==> config.mk <==
export PLATFORM = sky130hd
export DESIGN_NAME = regfile_wb_arbiter
export DESIGN_NICKNAME = d
export VERILOG_FILES = /design/src/rtl/regfile_wb_arbiter.sv
export SDC_FILE = /design/constraint.sdc
export NUM_CORES = 1
export LEC_CHECK = 0
export BUFFER_PORTS_ARGS = -buffer_cell sky130_fd_sc_hd__buf_2
export CORE_UTILIZATION = 45
export CTS_BUF_LIST = sky130_fd_sc_hd__clkbuf_8
export CTS_CLUSTER_DIAMETER = 40
export DETAILED_ROUTE_END_ITERATION = 12
export GPL_TIMING_DRIVEN = 0
export PLACE_DENSITY_LB_ADDON = 0.08
export SETUP_SLACK_MARGIN = 0.4
export SYNTH_ARGS = -nofsm -noshare
export SYNTH_HDL_FRONTEND = slang
export SYNTH_SLANG_ARGS = --single-unit
export TNS_END_PERCENT = 10
==> constraint.sdc <==
create_clock -name clk -period 2.8 [get_ports clk]
set_clock_uncertainty 0.1 [all_clocks]
set_input_delay 0.14 -clock clk [delete_from_list [all_inputs] [get_ports clk]]
set_output_delay 0.14 -clock clk [all_outputs]
set_load 0.02 [all_outputs]
==> src/rtl/regfile_wb_arbiter.sv <==
// Arbitrates the single register-file write port between pipeline writeback and
// MDU results held in a two-entry FIFO. Includes WAW kill and a bounded-starvation stall.
module regfile_wb_arbiter #(
  parameter int unsigned STARVE_LIMIT = 4
) (
  input  logic        clk,
  input  logic        rst_n,
  input  logic        wb_valid,
  input  logic [1:0]  wb_sel,
  input  logic [4:0]  wb_rd,
  input  logic [31:0] wb_pc,
  input  logic [31:0] wb_read_data,
  input  logic [31:0] wb_alu_result,
  input  logic        mdu_valid,
  output logic        mdu_ready,
  input  logic [4:0]  mdu_rd,
  input  logic [31:0] mdu_data,
  output logic        pipe_stall,
  output logic        rf_we,
  output logic [4:0]  rf_waddr,
  output logic [31:0] rf_wdata
);
  localparam int         DEPTH = 2;
  localparam logic [3:0] LIMIT = 4'(STARVE_LIMIT);

  logic [DEPTH-1:0]       alive_q, alive_d;
  logic [DEPTH-1:0][4:0]  ent_rd_q, ent_rd_d;
  logic [DEPTH-1:0][31:0] ent_data_q, ent_data_d;
  logic                   rd_ptr_q, rd_ptr_d;
  logic                   wr_ptr_q, wr_ptr_d;
  logic [1:0]             count_q, count_d;
  logic [3:0]             starve_q, starve_d;
  logic                   ready_q, ready_d;
  logic                   rf_we_q, rf_we_d;
  logic [4:0]             rf_waddr_q, rf_waddr_d;
  logic [31:0]            rf_wdata_q, rf_wdata_d;

  logic        head_valid;
  logic        head_live;
  logic        pipe_live;
  logic        stall;
  logic        grant_head;
  logic        grant_pipe;
  logic        pop;
  logic        push;
  logic        push_alive;
  logic [31:0] pipe_data;

  always_comb begin
    head_valid = (count_q != 2'd0);
    head_live  = head_valid && alive_q[rd_ptr_q];
    pipe_live  = wb_valid && (wb_sel != 2'b11) && (wb_rd != 5'd0);
    stall      = head_live && (starve_q >= LIMIT);
    grant_head = head_live && (stall || !pipe_live);
    grant_pipe = pipe_live && !stall;
    // A dead head leaves without touching the port
    pop        = head_valid && (!alive_q[rd_ptr_q] || grant_head);
    push       = mdu_valid && ready_q;
    // The pipeline instruction is younger, so a same-cycle push to its rd is stale
    push_alive = (mdu_rd != 5'd0) && !(grant_pipe && (mdu_rd == wb_rd));
  end

  always_comb begin
    case (wb_sel)
      2'b00:   pipe_data = wb_alu_result;
      2'b01:   pipe_data = wb_read_data;
      2'b10:   pipe_data = wb_pc + 32'd4;
      default: pipe_data = wb_alu_result;
    endcase
  end

  always_comb begin
    alive_d    = alive_q;
    ent_rd_d   = ent_rd_q;
    ent_data_d = ent_data_q;
    for (int i = 0; i < DEPTH; i++) begin
      if (grant_pipe && (ent_rd_q[i] == wb_rd)) begin
        alive_d[i] = 1'b0;
      end
      if (pop && (rd_ptr_q == 1'(i))) begin
        alive_d[i] = 1'b0;
      end
      if (push && (wr_ptr_q == 1'(i))) begin
        alive_d[i]    = push_alive;
        ent_rd_d[i]   = mdu_rd;
        ent_data_d[i] = mdu_data;
      end
    end
  end

  always_comb begin
    rd_ptr_d = rd_ptr_q ^ pop;
    wr_ptr_d = wr_ptr_q ^ push;
    count_d  = count_q;
    if (push && !pop) begin
      count_d = count_q + 2'd1;
    end else if (pop && !push) begin
      count_d = count_q - 2'd1;
    end
    // Ready follows the post-update occupancy, so a pop never enables a same-cycle push
    ready_d = (count_d != 2'd2);
  end

  always_comb begin
    starve_d = 4'd0;
    if (pop) begin
      starve_d = 4'd0;
    end else if (head_live) begin
      starve_d = (starve_q >= LIMIT) ? LIMIT : starve_q + 4'd1;
    end
  end

  always_comb begin
    rf_we_d    = 1'b0;
    rf_waddr_d = rf_waddr_q;
    rf_wdata_d = rf_wdata_q;
    if (grant_head) begin
      rf_we_d    = 1'b1;
      rf_waddr_d = ent_rd_q[rd_ptr_q];
      rf_wdata_d = ent_data_q[rd_ptr_q];
    end else if (grant_pipe) begin
      rf_we_d    = 1'b1;
      rf_waddr_d = wb_rd;
      rf_wdata_d = pipe_data;
    end
  end

  always_ff @(posedge clk or negedge rst_n) begin
    if (!rst_n) begin
      alive_q    <= '0;
      ent_rd_q   <= '0;
      ent_data_q <= '0;
      rd_ptr_q   <= 1'b0;
      wr_ptr_q   <= 1'b0;
      count_q    <= 2'd0;
      starve_q   <= 4'd0;
      ready_q    <= 1'b0;
      rf_we_q    <= 1'b0;
      rf_waddr_q <= 5'd0;
      rf_wdata_q <= 32'd0;
    end else begin
      alive_q    <= alive_d;
      ent_rd_q   <= ent_rd_d;
      ent_data_q <= ent_data_d;
      rd_ptr_q   <= rd_ptr_d;
      wr_ptr_q   <= wr_ptr_d;
      count_q    <= count_d;
      starve_q   <= starve_d;
      ready_q    <= ready_d;
      rf_we_q    <= rf_we_d;
      rf_waddr_q <= rf_waddr_d;
      rf_wdata_q <= rf_wdata_d;
    end
  end

  assign mdu_ready  = ready_q;
  assign pipe_stall = stall;
  assign rf_we      = rf_we_q;
  assign rf_waddr   = rf_waddr_q;
  assign rf_wdata   = rf_wdata_q;

endmodule

Word level (Yosys, flattened, before mapping)
Cells that the tools add are included.

word-level totals
  flip-flop bits (word level) = 123
  output and inout port bits = 40
  logic and storage cells = 87
  input port bits = 144

operators by class
  mux-type cells = 24
  add/sub/neg operators = 4
  reductions and logical operators = 32
  bitwise operators = 4
  equality and inequality tests = 7
  magnitude comparators = 2

operators by type and width
  operator                 number
  $mux W32                 4
  $pmux W32 S2             1
  $add A32 B3 Y32 const B  1
  $mux W5                  4
  $logic_and A1 B1 Y1      18
  $eq A5 B5 Y1             3
  $mux W4                  3
  $mux W1                  10
  $reduce_bool A5 Y1       2
  $logic_not A1 Y1         6
  $reduce_bool A3 Y1       2
  $add A4 B1 Y4 const B    1
  $ge A4 B3 Y1 const B     1
  $mux W2                  2
  $ne A2 B2 Y1 const B     2
  $reduce_bool A2 Y1       2
  $add A2 B1 Y2 const B    1
  $eq A2 B1 Y1 const B     1
  $eq A2 B2 Y1 const B     1
  $logic_or A1 B1 Y1       2
  $lt A1 B2 Y1 const B     1
  $not A1 Y1               2
  $sub A2 B1 Y2 const B    1
  $xor A1 B1 Y1            2

Longest topological paths before layout
  depth after elaboration = 12
  depth in mapped cells = 9
  depth with buffers taken out = 8

Worst setup path after synthesis
OpenSTA, ideal clock, no wires.

  path type = register -> register
  start = reg ready_q (netlist: mdu_ready)
  end = reg ent_data_q[26] (netlist name)
  data required time = 2.575 ns
  library setup time = 0.125 ns
  period minus slack after synthesis = 2.134 ns
  arrival = 1.909 ns
  path slack = 0.666 ns
  stages on the path, launching flop included = 7
  buffers on the path = 2
  cell sequence = dfrtp_1 -> nand2_1 -> inv_1 -> ha_1 -> clkbuf_1 -> buf_1 -> mux2_2

on the way
  longest elaborated chain between the ends = 2

ends and longest elaborated chain
  what                      RTL line  source
  start: declaration        33        logic ready_q, ready_d;
  start signal: assignment  149       ready_q <= ready_d;
  $logic_and A1 B1 Y1       58        push = mdu_valid && ready_q;
  $logic_and A1 B1 Y1       83        if (push && (wr_ptr_q == 1'(i))) begin
  end signal: assignment    144       ent_data_q <= ent_data_d;
  end: declaration          28        logic [DEPTH-1:0][31:0] ent_data_q, ent_data_d;

No other way between the ends.
A chain may end at the register's enable or synchronous reset.

Final worst setup path
  start = reg rd_ptr_q
  end = reg rf_wdata_q[21] (netlist: rf_wdata[21])

on the way
  longest elaborated chain between the ends = 7
  elaborated cells between the ends (all ways) = 12
  classes of those cells = 5 x mux; 7 x reduce/logical

ends and longest elaborated chain
  what                                                           RTL line  source
  start: declaration                                             29        logic rd_ptr_q, rd_ptr_d;
  start signal: assignment                                       145       rd_ptr_q <= rd_ptr_d;
  $mux W1 (implied by the code) (2 in a row)                     51        head_live = head_valid && alive_q[rd_ptr_q];
  $logic_and A1 B1 Y1                                            51
  $logic_and A1 B1 Y1                                            53        stall = head_live && (starve_q >= LIMIT);
  $logic_or A1 B1 Y1 / $logic_not A1 Y1 (equally long branches)  54, 55
  $logic_and A1 B1 Y1, on equally long branches                  54, 55
  $mux W32 / $reduce_bool A2 Y1 (equally long branches)          --
  end signal: assignment                                         152       rf_wdata_q <= rf_wdata_d;
  end: declaration                                               36        logic [31:0] rf_wdata_q, rf_wdata_d;

Several ways; a longest one is shown, not always the timed one. The select of a mux whose other input is x is not followed.

==> impl_metrics.yaml <==
floorplan:
  rows: 45
  core_um2: 15100
  die_width_um: 126
  ios: 184
  initial_core_util_pct: 46.0
  die_h_um: 126
  dieArea_um2: 16000
placement:
  dpl.hpwl_um: 16300
  gp_congestion: 0.896
  io_buffers: 177
detailed_routing:
  dr.pass1.iters: 5
  drt-total-wl_um: 22800
  vias: 6431
  antenna_left: 0
  drc: 0
  avgViaCountPerCell: 5.70
  drtIter0Drc: 454
  wl_per_cell_um: 20.2
synth:
  ys_warn_count: 0
  ys_types: 69
  syn_inst: 645
  synth.avg_cell_area_um2: 10.8
  syn_area_um2: 6960
  syn_nets: 799
  synth_enable_flop_cells: 0
  ys.flop_type: "dfrtp_1"
  ys_ff_latch: 123
  yosysSeqAreaShare_pct: 44.2
  async_flop_share_pct: 100
finish:
  fillers: 1305
  finish.utilization_pct: 61.9
  layout.nets: 1081
  multiInputGateArea_um2: 3620
  drive_above_1_share_pct: 37.1
  seq_area_um2: 3080
  area_growth_pct: 34.6
  n_antenna_cell: 0
  layout_common_cells: "buf_2, dfrtp_1, mux2_2"
  final_common_cell: "buf_2"
global_route:
  grt_max_degree: 64
  grt_use_total_pct: 29.4
  grt.overflow.total: 0
  grt_pass1_vias: 6449
  grt_first_pass_wirelength_um: 34900
  grt_antenna_before_repair: 0
critical_path:
  worst-path-stages: 6
  path_cells: "buf_2 -> mux2_2 -> nand2_1 -> nor2_1 -> a22oi_1 -> o311ai_1"
  endpoint_kind: "flip-flop"
  cp.arrival_ns: 2.65
  slowest_delay_ns: 0.77
  crit_end: "rf_wdata[21]$_DFFE_PN0P_"
  r2r_start: "rd_ptr_q$_DFF_PN0_"
  path_max_fanout: 10
  crit_type: "flip-flop to flip-flop"
  cp_slowest_cell: "nor2_1"
  crit_path_start: "rd_ptr_q$_DFF_PN0_"
  reg2reg_depth: 6
  worst-path-buf-inv: 1
  cp_data_required_time_ns: 3.05
  start_kind: "flip-flop"
  r2r-end: "rf_wdata[21]$_DFFE_PN0P_"
  reg2reg_slack_ns: 0.40
  critPathTopFamily: "simple AND/OR/NAND/NOR gates"
sta:
  setup_viol: 0
  setup_tns_ns: 0
  fmax_mhz: 417
  finalHoldViolCount: 0
  tightestPinTransition_ns: 0.903
  rsz0062_at_grt: "yes"
  drv_slew: 0
  finalCritPeriodShare_pct: 85.6
  period_needed_ns: 2.40
  maxSlewHeadroom_pct: 39.6
cts:
  clkSinkCount: 123
  cts_root_buffer: "clkbuf_8"
  htreeDepth: 4
  cts_tree: "built"
  cts_buffers: 17
  clkTransAtPathRegs_ns: 0.07
  clock_path_buffers: 2
  clock_latency_ns: 0.46
power_and_ir_drop:
  p_leak_nw: 4.22
  power.total_mw: 8.65
  vdd_drop_max_uv: 573
  power-per-cell-area_nw_per_um2: 922
flow_run:
  drv_cap: 0
hold_path:
  hold_class: "input pin to flip-flop"
status:
  status: "finished clean"
==> layer usage <==
metal	GRT usage (%)	part of all wire [%]	up-vias
li1	-	-	2938
met1	37.3	42	3143
met2	48.2	47	279
met3	5.15	6.8	71
met4	15.0	3.7	0
met5	0	0	-
==> tightest hold or removal path, delay by kind of cell <==
kind                   cells  cell delay, ns
buffers and inverters      1            0.08
and+or+nand+nor            1            0.04
AOI/OAI and AO/OA          3            0.28
==> worst min-delay path by stage <==
stage               depth (start not counted)                          to             start  slack [ns]
finish                                      5     rf_wdata[0]$_DFFE_PN0P_  wb_alu_result[0]        0.03
global route                                4    rf_wdata[15]$_DFFE_PN0P_  wb_read_data[15]        0.04
CTS                                         2     ent_rd_q[6]$_DFFE_PN0P_         mdu_rd[1]       -0.13
detailed placement                          1  ent_data_q[55]$_DFFE_PN0P_             rst_n        0.05
global placement                            2  ent_data_q[51]$_DFFE_PN0P_      mdu_data[19]        0.28
floorplan                                   0      alive_q[0]$_DFFE_PN0P_             rst_n       -0.26
==> per-stage QoR <==
step | area (µm²) | hold slack, ns | std cells | setup WS (ns)
5_1_grt | 9380 | 0.0354 | 1128 | 0.294
4_1_cts | 9360 | -0.131 | 1127 | 0.192
2_1_floorplan | 6960 | -0.256 | 645 | 0.666
3_3_place_gp | 8090 | 0.284 | 1010 | -0.0734
6_report | 9380 | 0.0291 | 1128 | 0.404
3_5_place_dp | 8120 | 0.0515 | 1011 | 0.207
==> synth_stat cells, types with 5 or more instances <==
cell type  number  area, µm²
a211oi_1        5       37.5
a21oi_1        18       90.1
a221oi_1        5       43.8
a22oi_1        21        158
and3_1          8       50.1
buf_2          11       55.1
clkbuf_1       24       90.1
dfrtp_1       123       3080
ha_1           10        125
inv_1          16       60.1
mux2_2         92       1040
mux2i_1        23        230
nand2_1        46        173
nand3_1        14       70.1
nand4_1        11       68.8
nor2_1         23       86.3
nor2b_1         8       50.1
nor3_1         10       50.1
o21ai_0        28        140
o21ai_1         5       25.0
o221ai_1        5       43.8
o22ai_1        17        106
xnor2_1        15        131
xor2_1         19        166
==> what timing repair did <==
action,4_1_cts,5_1_grt
resized for setup,1,5
buffers inserted,0,0
hold buffers,84,1
endpoints found under the setup margin,19,37
hold endpoints to repair,161,2
==> power breakdown <==
group	switching, mW	internal (mW)
clock network	0.705	0.855
logic	2.12	1.82
registers	0.489	2.66
==> cell families (layout without fill, tap and decap cells) <==
| kind of cell | count (synthesis) | after routing | share of synthesized area, % |
|---|---|---|---|
| buf+inv | 61 | 356 | 3.92 |
| simple gates | 158 | 158 | 13.0 |
| fa+ha+maj | 10 | 10 | 1.80 |
| other cells | 1 | 1 | 0.0538 |
| mux | 115 | 115 | 18.2 |
| flops | 123 | 123 | 44.2 |
| compound gates | 143 | 143 | 14.6 |
| xor+xnor | 34 | 34 | 4.28 |
==> layout make-up <==
type	count	area share, %
well taps	188	2.51
repair buffers	263	18.9
multi-input cells	461	38.6
clock buffers	24	3.52
plain buffers	43	2.24
clock inverters	8	0.694
flip-flops and latches	123	32.8
inverters	18	0.721
==> state kept, by name (all words and copies together), names as in the netlist <==
signal      cells
rf_waddr        5
count_q         2
rf_we           1
rf_wdata       32
mdu_ready       1
ent_rd_q       10
starve_q        4
ent_data_q     64
wr_ptr_q        1
rd_ptr_q        1
alive_q         2
No activity file was read; power rests on OpenSTA's default activity.
